===== config.mk =====
export PLATFORM = sky130hd
export DESIGN_NAME = ahblite_oled_spi_ctrl
export DESIGN_NICKNAME = d
export VERILOG_FILES = /design/src/rtl/oled_spi_pkg.sv /design/src/rtl/oled_tx_fifo.sv /design/src/rtl/ahblite_oled_spi_ctrl.sv
export SDC_FILE = /design/constraint.sdc
export NUM_CORES = 1
export LEC_CHECK = 0
export CORE_UTILIZATION = 27
export CTS_CLUSTER_DIAMETER = 80
export DETAILED_ROUTE_END_ITERATION = 10
export GPL_TIMING_DRIVEN = 0
export PLACE_DENSITY_LB_ADDON = 0.2
export SYNTH_ARGS = -nofsm -noshare
export SYNTH_HDL_FRONTEND = slang
export SYNTH_SLANG_ARGS = --single-unit

===== constraint.sdc =====
create_clock -name HCLK -period 3.9 [get_ports HCLK]
set_input_delay 0.585 -clock HCLK [delete_from_list [all_inputs] [get_ports HCLK]]
set_output_delay 0.585 -clock HCLK [all_outputs]
set_load 0.05 [all_outputs]

===== src/rtl/oled_spi_pkg.sv =====
// Shared constants, register map and serializer state encoding for the OLED SPI controller.
package oled_spi_pkg;

  localparam int unsigned ENTRY_W  = 9;
  localparam int unsigned ENTRY_DC = 8;
  localparam int unsigned DIV_W    = 8;
  localparam int unsigned BITCNT_W = 3;

  // Word offsets, decoded from HADDR[3:2]
  localparam logic [1:0] REG_TXDATA = 2'd0;
  localparam logic [1:0] REG_STATUS = 2'd1;
  localparam logic [1:0] REG_CLKDIV = 2'd2;
  localparam logic [1:0] REG_RSVD   = 2'd3;

  localparam int unsigned STAT_BUSY    = 0;
  localparam int unsigned STAT_FULL    = 1;
  localparam int unsigned STAT_EMPTY   = 2;
  localparam int unsigned STAT_LVL_LSB = 3;
  localparam int unsigned STAT_LVL_W   = 3;
  localparam int unsigned STAT_OVF     = 8;

  typedef enum logic [2:0] {
    ST_IDLE,
    ST_SETUP,
    ST_LOW,
    ST_HIGH,
    ST_GAP
  } state_e;

endpackage


===== src/rtl/oled_tx_fifo.sv =====
// Synchronous TX FIFO holding {DC, byte} entries; first-word-fall-through read port.
module oled_tx_fifo
  import oled_spi_pkg::*;
#(
  parameter int unsigned DEPTH = 4,
  localparam int unsigned LVL_W = $clog2(DEPTH + 1)
) (
  input  logic               clk_i,
  input  logic               rst_i,
  input  logic               push_i,
  input  logic [ENTRY_W-1:0] wdata_i,
  input  logic               pop_i,
  output logic [ENTRY_W-1:0] rdata_o,
  output logic               full_o,
  output logic               empty_o,
  output logic [LVL_W-1:0]   level_o
);

  localparam int unsigned PTR_W = $clog2(DEPTH);

  logic [ENTRY_W-1:0] mem_q [DEPTH];
  logic [PTR_W-1:0]   wr_ptr_q;
  logic [PTR_W-1:0]   rd_ptr_q;
  logic [LVL_W-1:0]   level_q;
  logic               do_push_c;
  logic               do_pop_c;

  assign empty_o   = (level_q == '0);
  assign full_o    = (level_q == LVL_W'(DEPTH));
  assign level_o   = level_q;
  assign rdata_o   = mem_q[rd_ptr_q];
  assign do_pop_c  = pop_i & ~empty_o;
  // A push into a full FIFO is accepted only when a pop frees the slot in the same cycle
  assign do_push_c = push_i & (~full_o | do_pop_c);

  always_ff @(posedge clk_i) begin
    if (do_push_c) mem_q[wr_ptr_q] <= wdata_i;
  end

  always_ff @(posedge clk_i) begin
    if (rst_i) begin
      wr_ptr_q <= '0;
      rd_ptr_q <= '0;
      level_q  <= '0;
    end else begin
      if (do_push_c) wr_ptr_q <= wr_ptr_q + PTR_W'(1);
      if (do_pop_c)  rd_ptr_q <= rd_ptr_q + PTR_W'(1);
      if (do_push_c && !do_pop_c)      level_q <= level_q + LVL_W'(1);
      else if (do_pop_c && !do_push_c) level_q <= level_q - LVL_W'(1);
    end
  end

endmodule


===== src/rtl/ahblite_oled_spi_ctrl.sv =====
// AHB-Lite slave that serializes queued command/data bytes MSB-first onto the OLED serial bus.
module ahblite_oled_spi_ctrl
  import oled_spi_pkg::*;
#(
  parameter int unsigned FIFO_DEPTH = 4,
  parameter logic [7:0]  DIV_RESET  = 8'd3
) (
  input  logic        HCLK,
  input  logic        HRESET,
  input  logic        HSEL,
  input  logic [31:0] HADDR,
  input  logic [1:0]  HTRANS,
  input  logic [2:0]  HSIZE,
  input  logic [3:0]  HPROT,
  input  logic        HWRITE,
  input  logic [31:0] HWDATA,
  input  logic        HREADY,
  output logic        HREADYOUT,
  output logic [31:0] HRDATA,
  output logic [1:0]  HRESP,
  output logic        OLED_SCLK,
  output logic        OLED_SDIN,
  output logic        OLED_DC,
  output logic        OLED_CS_N
);

  localparam int unsigned LVL_W = $clog2(FIFO_DEPTH + 1);

  logic                trans_en_c;
  logic [1:0]          addr_q;
  logic                wr_q;
  logic [DIV_W-1:0]    clkdiv_q;
  logic                ovf_q;

  logic                push_c;
  logic                pop_c;
  logic                busy_c;
  logic                half_done_c;
  logic [ENTRY_W-1:0]  fifo_rdata;
  logic                fifo_full;
  logic                fifo_empty;
  logic [LVL_W-1:0]    fifo_level;
  logic [31:0]         status_c;

  state_e              state_q;
  logic [7:0]          byte_q;
  logic [DIV_W-1:0]    div_q;
  logic [DIV_W-1:0]    hcnt_q;
  logic [BITCNT_W-1:0] bit_cnt_q;
  logic                sclk_q;
  logic                sdin_q;
  logic                dc_q;
  logic                cs_n_q;

  logic unused_c;
  assign unused_c = ^{HSIZE, HPROT, HADDR[31:4], HADDR[1:0], HWDATA[31:9]};

  assign HREADYOUT = 1'b1;
  assign HRESP     = 2'b00;
  assign OLED_SCLK = sclk_q;
  assign OLED_SDIN = sdin_q;
  assign OLED_DC   = dc_q;
  assign OLED_CS_N = cs_n_q;

  assign trans_en_c  = HSEL & HTRANS[1] & HREADY;
  assign push_c      = wr_q & (addr_q == REG_TXDATA);
  assign pop_c       = (state_q == ST_IDLE) & ~fifo_empty;
  assign busy_c      = (state_q != ST_IDLE) | ~fifo_empty;
  assign half_done_c = (hcnt_q == '0);

  // Address phase capture
  always_ff @(posedge HCLK) begin
    if (HRESET) begin
      addr_q <= '0;
      wr_q   <= 1'b0;
    end else begin
      wr_q <= trans_en_c & HWRITE;
      if (trans_en_c) addr_q <= HADDR[3:2];
    end
  end

  // Data phase register writes; overflow only when the push is actually dropped
  always_ff @(posedge HCLK) begin
    if (HRESET) begin
      clkdiv_q <= DIV_RESET;
      ovf_q    <= 1'b0;
    end else begin
      if (wr_q && (addr_q == REG_CLKDIV)) clkdiv_q <= HWDATA[DIV_W-1:0];
      if (wr_q && (addr_q == REG_STATUS) && HWDATA[STAT_OVF]) ovf_q <= 1'b0;
      else if (push_c && fifo_full && !pop_c)                 ovf_q <= 1'b1;
    end
  end

  oled_tx_fifo #(
    .DEPTH (FIFO_DEPTH)
  ) u_fifo (
    .clk_i   (HCLK),
    .rst_i   (HRESET),
    .push_i  (push_c),
    .wdata_i (HWDATA[ENTRY_W-1:0]),
    .pop_i   (pop_c),
    .rdata_o (fifo_rdata),
    .full_o  (fifo_full),
    .empty_o (fifo_empty),
    .level_o (fifo_level)
  );

  always_comb begin
    status_c = '0;
    status_c[STAT_BUSY]  = busy_c;
    status_c[STAT_FULL]  = fifo_full;
    status_c[STAT_EMPTY] = fifo_empty;
    status_c[STAT_LVL_LSB +: STAT_LVL_W] = STAT_LVL_W'(fifo_level);
    status_c[STAT_OVF]   = ovf_q;
    HRDATA = '0;
    case (addr_q)
      REG_STATUS: HRDATA = status_c;
      REG_CLKDIV: HRDATA = 32'(clkdiv_q);
      REG_TXDATA,
      REG_RSVD:   HRDATA = '0;
      default:    HRDATA = '0;
    endcase
  end

  // Shift FSM; pins are registered and updated on the transition into each state
  always_ff @(posedge HCLK) begin
    if (HRESET) begin
      state_q   <= ST_IDLE;
      byte_q    <= '0;
      div_q     <= '0;
      hcnt_q    <= '0;
      bit_cnt_q <= '0;
      sclk_q    <= 1'b1;
      sdin_q    <= 1'b1;
      dc_q      <= 1'b0;
      cs_n_q    <= 1'b1;
    end else begin
      if (state_q != ST_IDLE && !half_done_c) hcnt_q <= hcnt_q - DIV_W'(1);
      unique case (state_q)
        ST_IDLE: begin
          if (!fifo_empty) begin
            state_q   <= ST_SETUP;
            byte_q    <= fifo_rdata[7:0];
            div_q     <= clkdiv_q;
            hcnt_q    <= clkdiv_q;
            bit_cnt_q <= BITCNT_W'(7);
            cs_n_q    <= 1'b0;
            dc_q      <= fifo_rdata[ENTRY_DC];
            sdin_q    <= fifo_rdata[7];
            sclk_q    <= 1'b1;
          end
        end
        ST_SETUP: begin
          if (half_done_c) begin
            state_q <= ST_LOW;
            hcnt_q  <= div_q;
            sclk_q  <= 1'b0;
            sdin_q  <= byte_q[bit_cnt_q];
          end
        end
        ST_LOW: begin
          if (half_done_c) begin
            state_q <= ST_HIGH;
            hcnt_q  <= div_q;
            sclk_q  <= 1'b1;
          end
        end
        ST_HIGH: begin
          if (half_done_c) begin
            hcnt_q <= div_q;
            if (bit_cnt_q == '0) begin
              state_q <= ST_GAP;
              cs_n_q  <= 1'b1;
            end else begin
              state_q   <= ST_LOW;
              bit_cnt_q <= bit_cnt_q - BITCNT_W'(1);
              sclk_q    <= 1'b0;
              sdin_q    <= byte_q[bit_cnt_q - BITCNT_W'(1)];
            end
          end
        end
        ST_GAP: begin
          if (half_done_c) state_q <= ST_IDLE;
        end
        default: state_q <= ST_IDLE;
      endcase
    end
  end

endmodule


Yosys cells after proc, flatten, opt, wreduce, memory -nomap -nowiden
Memory sizes are Yosys's and may differ from the RTL's. A register that Yosys moved wholly into a read port is not among the register bits.
Cells that the tools add are included.
- register bits after elaboration: 53
- bits in writable memories: 36
- input port bits: 78
- output and inout bits: 39
- memories: 1
- $add $sub $neg: 6
- $lt $le $gt $ge: 2
- eq/ne operators: 15
- muxes and demuxes: 41
- bitwise logic cells: 11
- reductions and logical operators: 31
- memories (memory ; words ; width ; rd ports ; clocked after Yosys merged registers in ; write ports ; RTL line ; text):
    u_fifo.mem_q ; 4 ; 9 ; 1 ; 1 ; 1 ; oled_tx_fifo.sv:21 ; logic [ENTRY_W-1:0] mem_q [DEPTH];
- operator list (cell ; number):
    32-bit one-hot mux with 3 select lines ; 1
    3-bit two-way mux ; 11
    8-bit two-way mux ; 3
    1-bit two-way mux ; 16
    8-bit one-hot mux with 2 select lines ; 1
    3-bit one-hot mux with 5 select lines ; 1
    2-bit != test, second input constant ; 7
    5-bit AND reduction ; 2
    3-bit zero test ; 3
    1-bit logical AND ; 8
    8-bit zero test ; 1
    3-bit by 4-bit less-than comparator with 1-bit output, second input constant ; 2
    4-bit AND reduction ; 2
    8-bit by 1-bit subtractor with 8-bit output, second input constant ; 1
    1-bit bitwise AND ; 7
    1-bit binary-select mux with 3-bit select ; 2
    3-bit by 2-bit equality test with 1-bit output, second input constant ; 2
    3-bit equality test, second input constant ; 2
    3-bit one-hot mux with 2 select lines ; 1
    6-bit AND reduction ; 1
    3-bit nonzero test ; 2
    3-bit by 1-bit subtractor with 3-bit output, second input constant ; 2
    2-bit by 1-bit adder with 2-bit output, second input constant ; 2
    2-bit equality test, second input constant ; 2
    16 further kinds ; 24

Depth between registers and ports, before layout
Gate-level depths: netlist (run 1).
- depth in word-level cells: 10
- depth in mapped cells: 11

Cells and area by module
From an unflattened synthesis (run 1), not the netlist that was laid out.
- cell total of the unflattened synthesis: 402
- area total of the unflattened synthesis: 4296.6 um^2
- modules (own cells, without submodules) (module ; times used ; cells an instance ; area an instance (um^2) ; seq. area each (um^2)):
    ahblite_oled_spi_ctrl ; 1 ; 307 ; 2521.2 ; 920.9
    oled_tx_fifo ; 1 ; 95 ; 1775.5 ; 1261.2

Least setup slack after synthesis (run 1)
No wires, ideal clock.
- kind: flip-flop to flip-flop
- start: register state_q[0]
- end: register u_fifo.level_q[2] (netlist: u_fifo.level_o[2])
- setup time: 0.070 ns
- arrival time: 2.444 ns
- setup slack: 1.385 ns
- stages on the path, launching flop included: 11
- path buffers: 1
- clock period less this slack: 2.515 ns
- path through: dfxtp_1 buf_4 nor3_1 nor4b_1 nor2_1 ha_1 inv_1 fa_1 xor2_1 or3_1 a21oi_1
- cells in the longest elaborated chain, start to end: 8
- RTL lines (item ; RTL line ; text):
    from (decl) ; ahblite_oled_spi_ctrl.sv:45 ; state_e state_q;
    from (signal assigned) ; ahblite_oled_spi_ctrl.sv:128 ; state_q <= ST_IDLE;
    from (signal assigned) ; ahblite_oled_spi_ctrl.sv:142 ; state_q <= ST_SETUP;
    from (signal assigned) ; ahblite_oled_spi_ctrl.sv:155 ; state_q <= ST_LOW;
    3-bit zero test * ; ahblite_oled_spi_ctrl.sv:67 ; assign pop_c = (state_q == ST_IDLE) & ~fifo_empty;
    1-bit bitwise AND * ; ahblite_oled_spi_ctrl.sv:67 ;
    1-bit bitwise AND * ; oled_tx_fifo.sv:32 ; assign do_pop_c = pop_i & ~empty_o;
    1-bit OR ; oled_tx_fifo.sv:34 ; assign do_push_c = push_i & (~full_o | do_pop_c);
    1-bit bitwise AND ; oled_tx_fifo.sv:34 ;
    1-bit zero test ; oled_tx_fifo.sv:49 ; else if (do_pop_c && !do_push_c) level_q <= level_q - LVL_W'(1);
    1-bit logical AND ; oled_tx_fifo.sv:49 ;
    2-bit nonzero test (no line) ; n/a ;
    to (signal assigned) ; oled_tx_fifo.sv:48 ; if (do_push_c && !do_pop_c) level_q <= level_q + LVL_W'(1);
    to (signal assigned) ; oled_tx_fifo.sv:49 ;
    to (decl) ; oled_tx_fifo.sv:24 ; logic [LVL_W-1:0] level_q;
Every way passes the cells marked *; elsewhere a longest branch is shown, timed or not.
A chain may end at the register's enable or synchronous reset.

Worst setup path after layout (run 1)
- start: register u_fifo.level_q[0] (netlist: u_fifo.level_o[0])
- end: register u_fifo.level_q[2] (netlist: u_fifo.level_o[2])
- cells in the longest elaborated chain, start to end: 9
- RTL lines (item ; RTL line ; text):
    3-bit zero test ; oled_tx_fifo.sv:28 ; assign empty_o = (level_q == '0);
    1-bit inverter (no line) ; n/a ;
    1-bit bitwise AND ; ahblite_oled_spi_ctrl.sv:67 ;
    1-bit bitwise AND ; oled_tx_fifo.sv:32 ;
    1-bit OR ; oled_tx_fifo.sv:34 ;
    1-bit bitwise AND ; oled_tx_fifo.sv:34 ;
    1-bit zero test ; oled_tx_fifo.sv:49 ;
    1-bit logical AND ; oled_tx_fifo.sv:49 ;
    2-bit nonzero test (no line) ; n/a ;
Several ways; a longest one is shown, not always the timed one. The select of a mux whose other input is x is not followed.

==> results of run 1 <==
==> metal layers <==
metal | track usage | wire, µm | vias up
li1 | - | - | 1508
met1 | 0.171 | 4750 | 1444
met2 | 0.202 | 4440 | 62
met3 | 0.0230 | 339 | 10
met4 | 0.0519 | 150 | 0
met5 | 0 | 0 | -
==> layout make-up <==
cell class	count	area, µm²	area share
sequential	91	2180	0.422
clock inverter	5	37.5	0.00726
clock buffer	11	243	0.0469
buffer	47	320	0.0619
timing repair buffer	28	280	0.0542
tap	211	264	0.0510
inverter	11	41.3	0.00798
multi-input combinational	274	1810	0.349
==> worst min-delay path, stage by stage, from the launching register on <==
cell,delay (ns)
dfxtp_1,0.31
nand2_1,0.05
a21oi_1,0.05
==> cell families after synthesis <==
kind of cell	share of synthesized area
AND/OR/NAND/NOR	0.160
flip-flops	0.512
AO/OA/AOI/OAI	0.103
buffers and inverters	0.0849
multiplexers	0.0905
adder cells (fa/ha/maj)	0.0311
XOR/XNOR	0.0164
other	0.00176
==> synth_stat cells (all sizes together), types with 3 or more instances <==
master / n / area, µm²
buf: 35 / 275
inv: 11 / 41.3
nor4: 5 / 61.3
mux4: 12 / 270
a31oi: 7 / 43.8
nor3: 9 / 45.0
nand2: 65 / 244
nand3: 9 / 45.0
edfxtp: 36 / 1080
a21oi: 31 / 155
or3: 6 / 37.5
ha: 9 / 113
nor2b: 4 / 25.0
a211oi: 4 / 30.0
a22o: 4 / 35.0
o21ai: 4 / 20.0
and2: 7 / 43.8
mux2i: 7 / 70.1
xnor2: 4 / 35.0
mux2: 4 / 45.0
nor2: 20 / 75.1
xor2: 4 / 35.0
a2111oi: 3 / 26.3
clkbuf: 12 / 45.0
dfxtp: 55 / 1100
==> registers in the layout, summed over array words and instances (netlist names), named ones only <==
| name | cells |
|---|---|
| u_fifo.mem_q | 36 |
| byte_q | 8 |
| clkdiv_q | 8 |
| div_q | 8 |
| hcnt_q | 8 |
| bit_cnt_q | 3 |
| state_q | 3 |
| u_fifo.level_o | 3 |
| addr_q | 2 |
| u_fifo.rd_ptr_q | 2 |
| u_fifo.wr_ptr_q | 2 |
| OLED_CS_N | 1 |
| OLED_DC | 1 |
| OLED_SCLK | 1 |
| OLED_SDIN | 1 |
| ovf_q | 1 |
| wr_q | 1 |
==> power groups by stage <==
stage	Sequential, mW	Clock (mW)	Combinational [mW]
4_1_cts	1.24	0.847	1.60
3_5_place_dp	1.26	0	1.59
5_1_grt	1.26	0.885	1.75
3_3_place_gp	1.26	0	1.58
2_1_floorplan	1.28	0	1.17
6_report	1.24	0.829	1.58
==> how the worst min path moves through the flow <==
stage / start / to / slack [ns] / depth (start not counted)
finish: div_q[6]$_SDFFE_PP0P_ / div_q[6]$_SDFFE_PP0P_ / 0.46 / 2
detailed placement: div_q[6]$_SDFFE_PP0P_ / div_q[6]$_SDFFE_PP0P_ / 0.45 / 2
floorplan: div_q[2]$_SDFFE_PP0P_ / div_q[2]$_SDFFE_PP0P_ / 0.44 / 2
CTS: div_q[6]$_SDFFE_PP0P_ / div_q[6]$_SDFFE_PP0P_ / 0.46 / 2
global placement: div_q[7]$_SDFFE_PP0P_ / div_q[7]$_SDFFE_PP0P_ / 0.44 / 2
global route: div_q[6]$_SDFFE_PP0P_ / div_q[6]$_SDFFE_PP0P_ / 0.49 / 2
==> metrics by stage <==
stage	instances	cell area (µm²)	setup WS, ns
2_1_floorplan	423	4350	1.39
3_5_place_dp	662	4890	0.630
6_report	678	5170	0.642
3_3_place_gp	662	4890	0.655
4_1_cts	678	5170	0.604
5_1_grt	678	5170	0.416
==> summary.txt, run 1 <==
Setup path
  • Reg-to-Reg Start: u_fifo.level_o[0]$_SDFFE_PP0P_
  • CP Buf/Inv Count: 3
  • Most used cell, CP: inv_1
  • Reg2reg path depth: 10
  • Cell family with most CP delay: simple AND/OR/NAND/NOR gates
  • CP arrival: 3.53 ns
  • Slowest stage cell, crit path: clkbuf_1
  • Largest fanout on the critical path: 10
  • Critical path class: reg -> reg
  • FF-to-FF End: u_fifo.level_o[2]$_SDFFE_PP0P_
  • Critical path destination: u_fifo.level_o[2]$_SDFFE_PP0P_
  • Startpoint Class: flip-flop
  • WP depth: 10
  • Crit-path max cell delay: approximately 0.54 ns
  • Reg-to-reg slack, setup: ~0.64 ns
  • WP data required: ~4.2 ns
  • Crit end category: flip-flop
  • Crit path launch: u_fifo.level_o[0]$_SDFFE_PP0P_
  • Cell Chain, Critical Path: nor3_1 -> nor2_1 -> inv_1 -> clkbuf_1 -> ha_1 -> inv_1 -> fa_1 -> xor2_1 -> or3_1 -> a21oi_1

Timing
  • Relative slew slack: 0.463
  • Endpoints failing setup: 0
  • Max Clock Skew: around 0.0093 ns
  • RSZ-0062 raised after global routing: no
  • Hold Vio Cnt, Final: 0
  • Fin Hold WS: ~0.46 ns
  • Minimum clock period after layout: between 3 and 4 ns
  • Setup TNS: 0 ns
  • Fmax: around 0.31 GHz
  • Worst-Margin Slew: ~0.8 ns
  • Period utilisation layout: 0.835
  • Fin. max-slew vios: 0

Drt
  • Total wire length: about 9700 µm
  • DR iter-0 viols: 176
  • Wire length per cell: 14.3 µm
  • Routed vias: 3024
  • DR pass1 iterations: 4
  • DRC violations left: 0
  • Vias per cell: about 4.5
  • Post-route ant nets: 0

Power and ir drop
  • Sw Share: 0.394
  • Clk pwr share: 0.227
  • Part of the power in registers: 0.339
  • Comb power frac: 0.433
  • Highest ir drop seen on vdd: 0.213 mV
  • Total internal power: approximately 2.2 mW
  • NetSw: roughly 1.4 mW
  • Static Leakage: around 1.9 nW
  • Pwr per Cell Area: a little over 700 mW/mm²
  • Total Power: between 3 and 4 mW

Die
  • FP Rows: 45
  • Die area: approximately 0.016 mm²
  • Die width: 128 µm
  • Top Ports: 117
  • Starting Density: 0.278
  • Die Ht: around 130 µm
  • CORE AREA: 0.0153 mm²

Clock tree
  • Worst skew pair latency: around 0.35 ns
  • H-Tree Depth: 3
  • TritonCTS Buffers: 9
  • Post-CTS Setup Inserts: 0
  • CTS max path bufs: 2
  • CTS tree: yes
  • Post-CTS sizing: 0
  • CTS Sinks: 91
  • Clk slew on worst S/H paths: 0.06 ns
  • Clock Root Buffer: clkbuf_16
  • Hold-fix buffers, CTS: 0

Global routing
  • Initial antenna violation count: 0
  • Vias in the first global route: 2823
  • Global route total overflow: 0
  • First-pass GRT wire length: between 15000 and 20000 µm
  • Largest net degree at the start of global routing: 17
  • Gr usage total: 0.127

Placed design
  • Port bufs: 28
  • GPL Wtd Cong: 0.758
  • DP HPWL: between 7000 and 8000 µm

Yosys
  • Avg Inst Size Synth: 10.7 µm²
  • Syn Inst Count: 399
  • Synth cell types: between 50 and 60
  • Synth Flop Type: dfxtp_1
  • Register bit total from synthesis: between 90 and 100
  • Fraction of registers with async set/reset: 0
  • Number of synthesized flops with an enable pin: 36
  • Synth warn: 0
  • Synth Cell Area: roughly 0.0043 mm²
  • Sequential-to-total area share from yosys stat: 0.512

Final layout
  • Most frequent cells in the layout: nand2_1, dfxtp_1, edfxtp_1
  • Area grow syn2layout: 21.5%
  • ANT cells: 0
  • Fillers: approximately 1600
  • Share of layout cells above drive strength 1: 0.152
  • Most common cell after layout, fill and taps aside: nand2_1
  • Nets@finish: 550
  • Utilization of the core after routing: 0.338

Run
  • Max Cap Violations: 0

Min path
  • Hold WC Path Type: reg -> reg

Status
  • Outcome: complete, no violations
(Power assumes the default switching activity.)
==> run 2: changes to the inputs <==
==> constraint.sdc (replaced) <==
create_clock -name HCLK -period 2.8 [get_ports HCLK]
set_input_delay 0.42 -clock HCLK [delete_from_list [all_inputs] [get_ports HCLK]]
set_output_delay 0.42 -clock HCLK [all_outputs]
set_load 0.05 [all_outputs]
==> summary.txt, run 2 (same netlist as run 1, synthesis figures left out) <==
Die
  • CORE AREA: 0.0153 mm² (unchanged)
  • Die area: 0.0163 mm² (unchanged)
  • Die width: 128 µm (unchanged)
  • Die Ht: 128 µm (unchanged)
  • FP Rows: 45 (unchanged)
  • Top Ports: 117 (unchanged)
  • Starting Density: 0.278 (unchanged)

Global routing
  • Gr usage total: 0.127 (unchanged)
  • Vias in the first global route: 2829 (+0.21%)
  • Largest net degree at the start of global routing: 17 (unchanged)
  • First-pass GRT wire length: 15500 µm (about the same)
  • Global route total overflow: 0 (unchanged)
  • Initial antenna violation count: 0 (unchanged)

Clock tree
  • CTS Sinks: 91 (unchanged)
  • TritonCTS Buffers: 9 (unchanged)
  • Worst skew pair latency: 0.35 ns (about the same)
  • CTS tree: yes
  • CTS max path bufs: 2 (unchanged)
  • Clk slew on worst S/H paths: 0.06 ns (about the same)
  • Hold-fix buffers, CTS: 0 (unchanged)
  • Clock Root Buffer: clkbuf_16
  • H-Tree Depth: 3 (unchanged)
  • Post-CTS Setup Inserts: 0 (unchanged)

Timing
  • Max Clock Skew: 0.00905 ns (-0.000293 ns)
  • RSZ-0062 raised after global routing: no
  • Fmax: around 0.38 GHz
  • Worst-Margin Slew: 0.805 ns (-0.00142 ns)
  • Period utilisation layout: 0.941
  • Endpoints failing setup: 0 (unchanged)
  • Hold Vio Cnt, Final: 0 (unchanged)
  • Minimum clock period after layout: ~2.6 ns
  • Relative slew slack: 0.464 (+0.000947)
  • Fin. max-slew vios: 0 (unchanged)

Final layout
  • Area of the multi-input gates: 0.00183 mm² (+1.2%)
  • Most frequent cells in the layout: nand2_1, dfxtp_1, edfxtp_1
  • Non-filler instance count after layout: 677 (-0.15%)
  • Most common cell after layout, fill and taps aside: nand2_1
  • Share of layout cells above drive strength 1: 0.165 (+0.0132)
  • Nets@finish: 549 (-0.18%)
  • Fillers: 1584 (-0.19%)
  • Largest Register: u_fifo.mem_q
  • Seq. cell area: 0.00218 mm² (unchanged)
  • ANT cells: 0 (unchanged)
  • Max reg flops: 36 (unchanged)
  • Area grow syn2layout: 21.7%

Drt
  • DRC violations left: 0 (unchanged)
  • Post-route ant nets: 0 (unchanged)
  • Wire length per cell: 14.4 µm (+0.64%)
  • Routed vias: 3032 (+0.26%)
  • DR iter-0 viols: 195 (+11%)
  • Vias per cell: 4.48 (+0.41%)
  • DR pass1 iterations: 4 (unchanged)
  • Total wire length: 9730 µm (+0.50%)

Placed design
  • Placed instance count: 662 (unchanged)
  • GPL Wtd Cong: 0.758 (unchanged)
  • DP HPWL: 7020 µm (unchanged)
  • Port bufs: 28 (unchanged)

Power and ir drop
  • Clk pwr share: 0.226 (about the same)
  • Static Leakage: 1.90 nW (+1.9%)
  • Total Power: 5.11 mW (+40%)
  • Pwr per Cell Area: 985 mW/mm² (+40%)
  • Comb power frac: 0.435 (+0.002)
  • Highest ir drop seen on vdd: 0.298 mV (+40%)
  • Total internal power: 3.09 mW (+40%)
  • NetSw: 2.01 mW (+40%)
  • Part of the power in registers: 0.339 (about the same)
  • Sw Share: 0.394 (+0.000783)

Min path
  • Hold WC Path Type: in -> reg

Setup path
  • Reg-to-Reg Start: state_q[0]$_SDFFE_PP0P_
  • Reg-to-reg slack, setup: 0.21 ns (-0.43 ns)
  • WP data required: 2.38 ns (-1.79 ns)
  • Critical path class: reg -> out
  • Crit end category: primary output
  • CP arrival: 2.22 ns (-1.31 ns)
  • FF-to-FF End: u_fifo.level_o[2]$_SDFFE_PP0P_
  • Critical path destination: HRDATA[1]
  • Reg2reg path depth: 10 (unchanged)
  • Largest fanout on the critical path: 7 (-3)
  • Crit path launch: u_fifo.level_o[0]$_SDFFE_PP0P_
  • Startpoint Class: flip-flop

Run
  • Max Cap Violations: 0 (unchanged)

Status
  • Outcome: complete, no violations
==> run 2: changes by cell type in the layout (fill, tap and decap cells not counted) <==
cell / before / now
clkbuf_1: 13 / 11
clkbuf_2: 0 / 1
clkdlybuf4s50_1: 28 / 22
dlygate4sd2_1: 0 / 6
inv_1: 11 / 10
inv_2: 0 / 1
nor2_1: 20 / 18
nor2_2: 0 / 2
nor3_1: 9 / 7
nor3_2: 0 / 1
nor3_4: 0 / 1
==> run 2: cell type report <==
class	instances	share of cell area
Clock inverter	5	0.00724
Multi-Input combinational cell	274	0.352
Sequential cell	91	0.421
Inverter	11	0.00796
Tap cell	211	0.0509
Buffer	46	0.0613
Timing Repair Buffer	28	0.0526
Clock buffer	11	0.0468
==> run 2: worst min path at each step <==
| stage | from | end | slack [ns] | cells after the start |
|---|---|---|---|---|
| 5_1_grt | HRESET | OLED_SCLK$_SDFFE_PP1P_ | 0.35 | 2 |
| 3_5_place_dp | div_q[6]$_SDFFE_PP0P_ | div_q[6]$_SDFFE_PP0P_ | 0.45 | 2 |
| 6_report | HRESET | clkdiv_q[0]$_SDFFE_PP1P_ | 0.34 | 2 |
| 2_1_floorplan | div_q[2]$_SDFFE_PP0P_ | div_q[2]$_SDFFE_PP0P_ | 0.44 | 2 |
| 3_3_place_gp | div_q[7]$_SDFFE_PP0P_ | div_q[7]$_SDFFE_PP0P_ | 0.44 | 2 |
| 4_1_cts | HRESET | clkdiv_q[0]$_SDFFE_PP1P_ | 0.33 | 2 |
==> run 2: stage by stage <==
| stage | cell area (µm²) | hold slack [ns] | setup TNS [ns] | utilization | setup WS [ns] |
|---|---|---|---|---|---|
| final | 5180 | 0.340 | 0 | 0.339 | 0.164 |
| after global routing | 5180 | 0.349 | 0 | 0.339 | 0.0362 |
| after CTS | 5170 | 0.330 | 0 | 0.338 | 0.0210 |
| after detailed placement | 4890 | 0.449 | -0.627 | 0.320 | -0.470 |
| after global placement | 4890 | 0.442 | -0.587 | 0.320 | -0.445 |
| after floorplan | 4350 | 0.436 | 0 | - | 0.285 |
==> run 2: routing by layer <==
| metal | track usage | routed length (µm) | up-vias |
|---|---|---|---|
| li1 | - | - | 1506 |
| met1 | 0.171 | 4600 | 1435 |
| met2 | 0.203 | 4470 | 81 |
| met3 | 0.0230 | 514 | 10 |
| met4 | 0.0519 | 145 | 0 |
| met5 | 0 | 0 | - |
==> run 2: repair_timing <==
action / CTS / global route
pin swaps: 0 / 0
setup endpoints to repair: 8 / 8
gates resized for setup: 10 / 4
==> run 2: power by group through the flow <==
stage                     Clock (mW)  Combinational [mW]  Sequential (mW)
final                           1.15                2.22             1.73
after detailed placement           0                2.21             1.76
after CTS                       1.18                2.22             1.73
after global placement             0                2.20             1.75
after floorplan                    0                1.63             1.79
after global routing            1.23                2.46             1.76
==> run 2: worst max-delay path, cell delays in order, from the launching register on <==
cell and delay [ns]:
dfxtp_1 0.39, or4_1 0.52, o21ai_0 0.11, clkdlybuf4s50_1 0.85
